`src/rtl/sprite_pkg.sv`:
```
// Shared constants and types for the sprite fetch scheduler.
// The ROM and the two per-sprite line buffers are sized from these values.
package sprite_pkg;

    localparam int unsigned SPRITE_W = 16;
    localparam int unsigned SPRITE_H = 16;
    localparam int unsigned DATA_W   = 24;
    localparam logic [DATA_W-1:0] KEY_RGB = 24'hFF00FF;

    typedef logic [1:0] fetch_state_t;
    localparam fetch_state_t IDLE   = 2'd0;
    localparam fetch_state_t FETCH0 = 2'd1;
    localparam fetch_state_t FETCH1 = 2'd2;
    localparam fetch_state_t DRAIN  = 2'd3;

    typedef logic signed [10:0] coord_t;

    // Difference of two unsigned screen coordinates, widened so negatives are visible.
    function automatic coord_t coord_diff(input logic [9:0] a, input logic [9:0] b);
        return $signed({1'b0, a}) - $signed({1'b0, b});
    endfunction

endpackage

```
`src/rtl/sprite_line_buf.sv`:
```
// One sprite row of pixels: a synchronous write port for the ROM return path
// and an asynchronous read port for the display path.
module sprite_line_buf #(
    parameter int unsigned DEPTH = 16,
    parameter int unsigned WIDTH = 24,
    localparam int unsigned AW = $clog2(DEPTH)
) (
    input  logic             clk,
    input  logic             we,
    input  logic [AW-1:0]    waddr,
    input  logic [WIDTH-1:0] wdata,
    input  logic [AW-1:0]    raddr,
    output logic [WIDTH-1:0] rdata
);

    logic [WIDTH-1:0] mem_q [DEPTH];

    always_ff @(posedge clk) begin
        if (we) begin
            mem_q[waddr] <= wdata;
        end
    end

    assign rdata = mem_q[raddr];

endmodule

```
`src/rtl/sprite_fetch_sched.sv`:
```
// Shares one synchronous sprite ROM between two characters: fetches each sprite's
// next-line row into a line buffer at hblank start, then serves pixels from it.
module sprite_fetch_sched #(
    parameter int unsigned SPRITE_W = sprite_pkg::SPRITE_W,
    parameter int unsigned SPRITE_H = sprite_pkg::SPRITE_H,
    parameter int unsigned DATA_W   = sprite_pkg::DATA_W,
    parameter int unsigned V_TOTAL  = 525,
    parameter logic [DATA_W-1:0] KEY_RGB = sprite_pkg::KEY_RGB
) (
    input  logic              Clk,
    input  logic              Reset_n,
    input  logic              line_start,
    input  logic [9:0]        DrawY,
    input  logic [9:0]        DrawX,
    input  logic [9:0]        SpriteX0,
    input  logic [9:0]        SpriteY0,
    input  logic [9:0]        SpriteX1,
    input  logic [9:0]        SpriteY1,
    input  logic [1:0]        Flip,
    output logic [7:0]        rom_addr,
    input  logic [DATA_W-1:0] rom_data,
    output logic [1:0]        pix_on,
    output logic [DATA_W-1:0] pix_rgb0,
    output logic [DATA_W-1:0] pix_rgb1,
    output logic              busy,
    output logic              overrun
);
    import sprite_pkg::*;

    localparam int unsigned COL_W = $clog2(SPRITE_W);
    localparam int unsigned ROW_W = $clog2(SPRITE_H);
    localparam logic [COL_W-1:0] LAST_COL = COL_W'(SPRITE_W - 1);

    fetch_state_t      state_q, state_d, eff_state;
    logic [COL_W-1:0]  col_q, col_d, rom_col;
    logic [1:0]        hit_q, hit_new, flip_q, row_valid_q, row_valid_d;
    logic [ROW_W-1:0]  row_q [2];
    logic [9:0]        sx_q [2];
    logic [9:0]        sy_in [2];
    logic [9:0]        next_y;
    coord_t            row_new [2];
    coord_t            dx [2];
    logic [DATA_W-1:0] rd [2];
    logic [DATA_W-1:0] pix_rgb [2];
    logic              start, issue, issue_sel;
    logic              wr_en_q, wr_sel_q;
    logic [COL_W-1:0]  wr_col_q;
    logic              overrun_q;

    assign start    = line_start && (state_q == IDLE);
    assign next_y   = (DrawY == 10'(V_TOTAL - 1)) ? 10'd0 : DrawY + 10'd1;
    assign sy_in[0] = SpriteY0;
    assign sy_in[1] = SpriteY1;

    // A sprite that misses the line is skipped within the same cycle, no ROM slots spent.
    always_comb begin
        eff_state = state_q;
        if (eff_state == FETCH0 && !hit_q[0]) eff_state = FETCH1;
        if (eff_state == FETCH1 && !hit_q[1]) eff_state = DRAIN;
        state_d     = eff_state;
        col_d       = col_q;
        row_valid_d = row_valid_q;
        issue       = 1'b0;
        issue_sel   = 1'b0;
        unique case (eff_state)
            IDLE: begin
                if (start) begin
                    state_d     = FETCH0;
                    col_d       = '0;
                    row_valid_d = '0;
                end
            end
            FETCH0, FETCH1: begin
                issue     = 1'b1;
                issue_sel = (eff_state == FETCH1);
                col_d     = col_q + 1'b1;
                if (col_q == LAST_COL) state_d = (eff_state == FETCH0) ? FETCH1 : DRAIN;
            end
            DRAIN: begin
                row_valid_d = hit_q;
                state_d     = IDLE;
            end
        endcase
    end

    // Mirroring reverses the column via bit inversion; SPRITE_W is a power of 2.
    assign rom_col  = flip_q[issue_sel] ? ~col_q : col_q;
    assign rom_addr = issue ? 8'({row_q[issue_sel], rom_col}) : 8'd0;
    assign busy     = (state_q != IDLE);
    assign overrun  = overrun_q;

    always_ff @(posedge Clk or negedge Reset_n) begin
        if (!Reset_n) begin
            state_q     <= IDLE;
            col_q       <= '0;
            hit_q       <= '0;
            flip_q      <= '0;
            row_valid_q <= '0;
            row_q[0]    <= '0;
            row_q[1]    <= '0;
            sx_q[0]     <= '0;
            sx_q[1]     <= '0;
            wr_en_q     <= 1'b0;
            wr_sel_q    <= 1'b0;
            wr_col_q    <= '0;
            overrun_q   <= 1'b0;
        end else begin
            state_q     <= state_d;
            col_q       <= col_d;
            row_valid_q <= row_valid_d;
            wr_en_q     <= issue;
            wr_sel_q    <= issue_sel;
            wr_col_q    <= col_q;
            if (line_start && state_q != IDLE) overrun_q <= 1'b1;
            if (start) begin
                hit_q    <= hit_new;
                flip_q   <= Flip;
                row_q[0] <= row_new[0][ROW_W-1:0];
                row_q[1] <= row_new[1][ROW_W-1:0];
                sx_q[0]  <= SpriteX0;
                sx_q[1]  <= SpriteX1;
            end
        end
    end

    for (genvar i = 0; i < 2; i++) begin : g_sprite
        logic              on_q;
        logic [DATA_W-1:0] rgb_q;
        logic              in_range;

        assign row_new[i] = coord_diff(next_y, sy_in[i]);
        assign hit_new[i] = !row_new[i][10] && (row_new[i] < coord_t'(SPRITE_H));
        assign dx[i]      = coord_diff(DrawX, sx_q[i]);
        assign in_range   = !dx[i][10] && (dx[i] < coord_t'(SPRITE_W));

        sprite_line_buf #(
            .DEPTH(SPRITE_W),
            .WIDTH(DATA_W)
        ) u_buf (
            .clk  (Clk),
            .we   (wr_en_q && (wr_sel_q == 1'(i))),
            .waddr(wr_col_q),
            .wdata(rom_data),
            .raddr(dx[i][COL_W-1:0]),
            .rdata(rd[i])
        );

        always_ff @(posedge Clk or negedge Reset_n) begin
            if (!Reset_n) begin
                on_q  <= 1'b0;
                rgb_q <= '0;
            end else begin
                on_q  <= row_valid_q[i] && in_range && (rd[i] != KEY_RGB);
                rgb_q <= rd[i];
            end
        end

        assign pix_on[i]  = on_q;
        assign pix_rgb[i] = rgb_q;
    end

    assign pix_rgb0 = pix_rgb[0];
    assign pix_rgb1 = pix_rgb[1];

endmodule

```
`config.mk`:
```
export PLATFORM = sky130hd
export DESIGN_NAME = sprite_fetch_sched
export DESIGN_NICKNAME = d
export VERILOG_FILES = /design/src/rtl/sprite_pkg.sv /design/src/rtl/sprite_line_buf.sv /design/src/rtl/sprite_fetch_sched.sv
export SDC_FILE = /design/constraint.sdc
export NUM_CORES = 1
export LEC_CHECK = 0
export ABC_AREA = 1
export CORE_MARGIN = 2
export CORE_UTILIZATION = 45
export CTS_CLUSTER_DIAMETER = 80
export CTS_CLUSTER_SIZE = 12
export DETAILED_ROUTE_END_ITERATION = 16
export PLACE_DENSITY = 0.67
export SKIP_CTS_REPAIR_TIMING = 1
export SYNTH_ARGS = -nofsm -noshare
export SYNTH_HDL_FRONTEND = slang
export SYNTH_SLANG_ARGS = --single-unit
```
`constraint.sdc`:
```
create_clock -name Clk -period 3.4 [get_ports Clk]
set_clock_uncertainty 0.05 [all_clocks]
set_input_delay 0.68 -clock Clk [delete_from_list [all_inputs] [get_ports Clk]]
set_output_delay 0.68 -clock Clk [all_outputs]
set_load 0.02 [all_outputs]
```
==> metrics.yaml, run 1 <==
synthesis:
  synth_top_flop_cell: "edfxtp_1"
  synth_area_leader_cell: "edfxtp_1"
  synth_fp_nets: 3646
  synth_edf_count: 768
  syn-mean-instance-area_um2: 10.67
  synthCells: 3507
  netlist_top_cells_count: "nand2_1 (940), edfxtp_1 (768), nor2_1 (424), inv_1 (343), o21ai_0 (308)"
  yosysUniqueCellTypes: 45
  ys_seq_area_frac: 0.6814
  yosysMostFrequentCell: "nand2_1"
  ys_seq_elements: 865
  async_flop_share: 0.1121
  synth_area_leaders: "edfxtp_1 (62%), nand2_1 (9.4%), dfrtp_1 (6.5%), nor2_1 (4.3%), o21ai_0 (4.1%)"
  synth_top_area_share: 0.6165
  synth_area_mm2: 0.03741
  synth_warnings: 0
worst_hold_path:
  whs_path_depth: 0
  min_path_type: "reg2reg"
clock_tree:
  clk_latency_ns: 0.63
  htreeDepth: 3
  clock_path_buffers: 3
  cts_tree: "yes"
  cts.sinks: 865
  clkTransAtPathRegs_ns: 0.06
  cts_buffers: 83
  cts_root_buf: "clkbuf_16"
setup_path:
  cp.arrival_ns: 3.76
  path_max_fanout: 10
  cp.required_ns: 3.86
  start_kind: "primary input"
  slowest_stage: "fa_4"
  timing.critical_path.mode_cell: "nand2_1"
  r2r_cells: 15
  cp_top_family: "simple AND/OR/NAND/NOR gates"
  cp-end-kind: "register"
  worstSetupPathType: "in2reg"
  path_buf_inv: 5
  worstPathCellList: "clkdlybuf4s50_1, inv_2, buf_4, fa_4, buf_12, buf_12, nand3_1, nand2_1, nand2_1, nand3_1, nand2_1, nor2_2, nand2_1, nor2_4, nand3_4, nand4_1, nor3_2"
  max_stage_delay_ns: 0.85
  cp.depth: 17
route:
  first_pass_iters: 5
  wl_per_cell_um: 19.20
  drt_iter0_drc: 2461
  via_per_inst: 5.222
  drc: 0
  ant_nets: 0
  wirelength_um: 96100
  vias: 26137
floorplan:
  initial_utilization: 0.4549
  io_pins: 149
  die_y_um: 292.3
  rows: 105
  die-area_mm2: 0.08545
  core_mm2: 0.08224
  chipWidth_um: 292.3
power_and_ir_drop:
  ir_drop_mv: 0.4995
  clkPwrFrac: 0.199
  combinationalPowerShare: 0.496
  p_seq_frac: 0.304
  swShare: 0.3955
  powerDensity_mw_per_mm2: 954.0
  intPower_mw: 25.91
  p_switching_mw: 16.95
  p_leak_nw: 18.17
timing:
  fmax_mhz: 303.7
  fin_crit_ns: 3.293
  rsz0062_at_grt: "false"
  hold_viol: 0
  finalCritPeriodShare: 0.9686
  finalMaxSlewViolations: 0
  worstMarginPinSlew_ns: 0.9497
  finalSetupViolCount: 0
  maxSlewHeadroom: 0.3653
  fin_setup_tns_ns: 0
run:
  cap_viol_max_count: 0
cells_and_area:
  finalNonFillerCells: 5005
  n_antenna_cell: 0
  final_area_mm2: 0.04492
  fill_cells: 6890
  nNetsFinal: 4015
  layout-drive-gt1-share: 0.1210
  area_growth_pct: 20.08
placed_design:
  port_buffers: 148
  placed_area_mm2: 0.04222
  placedCellCount: 4847
  hpwlAfterDp_um: 57630
  place.gp.congestion: 0.8122
grt:
  grt_usage: 0.2213
  grt_max_degree: 66
  antenna_found_initial: 2
  gr-total-overflow: 0
  grt_pass1_vias: 25258
  grt_pass1_wl_um: 144800
run_status:
  status: "finished clean"
-- stage by stage --
step / util / hold WS (ns) / worst slack, ns / total power, mW
CTS: 0.5427 / -0.03852 / -0.4899 / 42.31
detailed placement: 0.5134 / 0.3477 / -1.139 / 33.72
global route: 0.5462 / 0.3711 / 0.004718 / 45.46
global placement: 0.5134 / 0.3407 / -1.154 / 33.47
finish: 0.5462 / 0.3690 / 0.1069 / 42.86
floorplan: - / 0.3237 / 0.5253 / 24.51
-- metal layers --
metal / wire, um / vias to the layer above / track usage
li1: - / 12469 / -
met1: 40630 / 12607 / 0.2987
met2: 46870 / 918 / 0.3797
met3: 6559 / 139 / 0.03050
met4: 2020 / 4 / 0.05441
met5: 23 / - / 0
-- placed cells by master (no fill, tap or decap), types with 37 or more instances in the layout --
cell and instances:
clkbuf_1 52, ha_1 43, buf_4 258, nand3_1 184, nor2_1 381, buf_12 37
edfxtp_1 768, nand2_1 936, clkdlybuf4s50_1 138, o21ai_0 306, dfrtp_1 97, a21oi_1 45
clkbuf_16 86, inv_1 341
-- cell type report --
cell class	count	area (um2)	area share
multi-input cells	2129	10110	0.2251
clock inverters	8	118.9	0.002646
flip-flops and latches	865	25490	0.5674
inverters	350	1326	0.02952
repair buffers	447	4250	0.09462
well taps	1070	1339	0.02980
clock buffers	136	2286	0.05089
-- cell families (layout without fill, tap and decap cells) --
family	after synthesis	count (layout)	share of synthesized area
buffers and inverters	513	941	0.05699
multiplexers	24	24	0.006422
AO/OA/AOI/OAI	453	453	0.06572
adder cells (fa/ha/maj)	50	50	0.01753
AND/OR/NAND/NOR	1587	1587	0.1678
flip-flops	865	865	0.6814
XOR/XNOR	15	15	0.004114
-- power groups by stage --
stage	combinational (mW)	sequential, mW	clock, mW
2_1_floorplan	10.9	13.6	0
3_3_place_gp	20.2	13.2	0
3_5_place_dp	20.5	13.3	0
4_1_cts	20.6	13.0	8.68
5_1_grt	23.3	13.1	9.07
6_report	21.3	13.0	8.54
-- path summary, 6_finish.rpt --
kind / startpoint / endpoint / slack [ns]
worst min-delay path: col_q[2] / wr_col_q[2] / 0.37
max in group asynchronous: Reset_n / pix_rgb0[7] / 1.96
worst max register to register: sx_q[0] / g_sprite[1].on_q / 0.20
worst min register to register: col_q[2] / wr_col_q[2] / 0.37
worst max-delay path: DrawX[1] / g_sprite[1].on_q / 0.11
min in group asynchronous: Reset_n / sx_q[9] / 0.50
-- flip-flops by register name, summed over array words and instances, names as in the netlist --
| register | flops |
|---|---|
| g_sprite.u_buf.mem_q | 768 |
| hit_q | 2 |
| row_q | 8 |
| flip_q | 2 |
| pix_rgb0 | 24 |
| col_q | 4 |
| state_q | 2 |
| wr_en_q | 1 |
| row_valid_q | 2 |
| overrun | 1 |
| pix_rgb1 | 24 |
| g_sprite.on_q | 2 |
| wr_col_q | 4 |
| sx_q | 20 |
| wr_sel_q | 1 |
Note: power is estimated with default switching activity, not from simulation.
==> run 2: changes to the inputs <==
Clock period 3.4 ns to 3.2 ns, I/O delays scaled along.
==> run 2 against run 1 <==
Net effect:
- the run now ends with negative setup slack left
- combinational power grew 10%
- utilization grew 0.65 points
- setup slack got worse by 0.14 ns
- register-to-register slack worse by 0.23 ns
- critical path depth shrank 1
- via count rose by 0.64%
- clock power grew 6.3%
- wire length grew 0.41%
- sequential power up 7%
- clock-buffer cell count is 7 higher
- total power increased by 8.4%
- worst hold slack got worse by 0.34 ns
- largest power group unchanged
==> metrics.yaml, run 2 (same netlist as run 1, synthesis figures left out) <==
setup_path:
  cp.required_ns: 3.66  # -0.20 ns
  slowest_stage: "fa_4"
  worstPathCellList: "ha_4, fa_4, buf_12, buf_12, buf_12, buf_4, nor2_1, o21ai_0, o21ai_0, nand2_1, nand3_1, o21a_1, nor3_2, nand2_1, nor2_1, a21oi_1"
  rrSetupSlack_ns: -0.03  # -0.23 ns
  cp-end-kind: "register"
  worstSetupPathType: "reg2reg"
  cp_top_family: "adder cells"
  r2r_end: "g_sprite[0].on_q"
  cp.arrival_ns: 3.70  # -0.06 ns
  path_buf_inv: 4  # -1
  r2r_cells: 16  # +1
  path_max_fanout: 8  # -2
  max_stage_delay_ns: 0.95  # +0.10 ns
  rr_startpoint: "sx_q[10]"
  start_kind: "register"
  timing.critical_path.mode_cell: "buf_12"
placed_design:
  placed_area_mm2: 0.04246  # +0.56%
  placedCellCount: 4870  # +0.47%
  port_buffers: 148  # unchanged
  place.gp.congestion: 0.8058  # -0.79%
  hpwlAfterDp_um: 58070  # +0.78%
route:
  wirelength_um: 96500  # +0.41%
  drt_iter0_drc: 2515  # +2.2%
  highest_layer: "met5"
  met2_length_um: 46360  # -1.1%
  wl_per_cell_um: 19.11  # -0.50%
  drc: 0  # unchanged
  wl_met3_um: 7178  # +9.4%
  via_per_inst: 5.208  # -0.28%
  ant_nets: 0  # unchanged
  vias: 26304  # +0.64%
  first_pass_iters: 5  # unchanged
  met1_length_um: 40800  # +0.44%
clock_tree:
  clkTransAtPathRegs_ns: 0.06  # about the same
  cts_buffers: 82  # -1.2%
  clk_latency_ns: 0.64  # about the same
  htreeDepth: 3  # unchanged
  clock_path_buffers: 3  # unchanged
  cts_root_buf: "clkbuf_16"
  cts_tree: "yes"
  cts.sinks: 865  # unchanged
grt:
  grt_max_degree: 52  # -21%
  antenna_found_initial: 2  # unchanged
  grt_pass1_wl_um: 145200  # +0.27%
  grt_pass1_vias: 25328  # +0.28%
  grt_usage: 0.2218  # +0.0004652
  gr-total-overflow: 0  # unchanged
worst_hold_path:
  min_path_type: "in2async"
run_status:
  failed_checks: "negative setup slack"
  status: "complete, but fails checks"
floorplan:
  die_y_um: 292.3  # unchanged
  io_pins: 149  # unchanged
  initial_utilization: 0.4549  # unchanged
  chipWidth_um: 292.3  # unchanged
  rows: 105  # unchanged
  core_mm2: 0.08224  # unchanged
  die-area_mm2: 0.08545  # unchanged
timing:
  maxSlewHeadroom: 0.4748  # +0.1095
  rsz0062_at_grt: "true"
  worstMarginPinSlew_ns: 0.7858  # -0.1639 ns
  fmax_mhz: 309.1
  worst_slack_ns: -0.03486  # -0.1417 ns
  whs_ns: 0.02812  # -0.3409 ns
  finalSetupViolCount: 1  # +1
  finalMaxSlewViolations: 0  # unchanged
  hold_viol: 0  # unchanged
  fin_crit_ns: 3.235
  finalCritPeriodShare: 1.011
cells_and_area:
  nNetsFinal: 4051  # +0.90%
  area_growth_pct: 21.51
  largest_reg_flops: 768  # unchanged
  fill_cells: 6844  # -0.67%
  finalNonFillerCells: 5051  # +0.92%
  top_register: "g_sprite.u_buf.mem_q"
  layout_common_cells: "nand2_1 (932), edfxtp_1 (768), nor2_1 (377)"
  layout-drive-gt1-share: 0.1342  # +0.01321
  final_area_mm2: 0.04545  # +1.2%
  final_common_cell: "nand2_1"
  utilization: 0.5527  # +0.006496
run:
  cap_viol_max_count: 0  # unchanged
power_and_ir_drop:
  ir_drop_mv: 0.6511  # +30%
  powerDensity_mw_per_mm2: 1022  # +7.2%
  finalPower_mw: 46.47  # +8.4%
  p_leak_nw: 18.43  # +1.4%
==> run 2: worst max path at each step <==
stage	to	cells after the start	slack [ns]	startpoint
global route	g_sprite[0].on_q	17	-0.13	sx_q[10]
detailed placement	g_sprite[1].on_q	21	-1.15	DrawX[0]
CTS	rom_addr[0]	9	-0.60	hit_q[0]
global placement	g_sprite[1].on_q	20	-1.20	DrawX[0]
floorplan	g_sprite[1].on_q	17	0.37	DrawX[0]
finish	g_sprite[0].on_q	16	-0.03	sx_q[10]
==> run 2: layout make-up <==
type	instances	area [um2]	area share
clock buffer	143	2281	0.05018
inverter	350	1326	0.02918
tap	1070	1339	0.02945
multi-input combinational	2129	10180	0.2240
antenna	1	2.502	0.00005505
timing repair buffer	484	4695	0.1033
sequential	865	25490	0.5608
clock inverter	9	138.9	0.003055
==> run 2: through the flow <==
step / TNS, ns / setup WS [ns]
final: -0.03486 / -0.03486
after global routing: -0.2491 / -0.1260
after CTS: -5.344 / -0.5994
after detailed placement: -19.08 / -1.153
after global placement: -18.72 / -1.197
after floorplan: 0 / 0.3653
==> run 2: power breakdown <==
group          total (mW)  leakage, nW  switching [mW]  internal, mW
clock                9.08         1.15            4.07          5.00
combinational        23.5         9.18            13.8          9.69
sequential           13.9         8.10           0.334          13.5
==> run 2: metal layers <==
metal	vias to the layer above	GRT usage
met5	-	0
met4	2	0.06316
met3	149	0.03225
met2	968	0.3711
met1	12633	0.3030
li1	12552	-
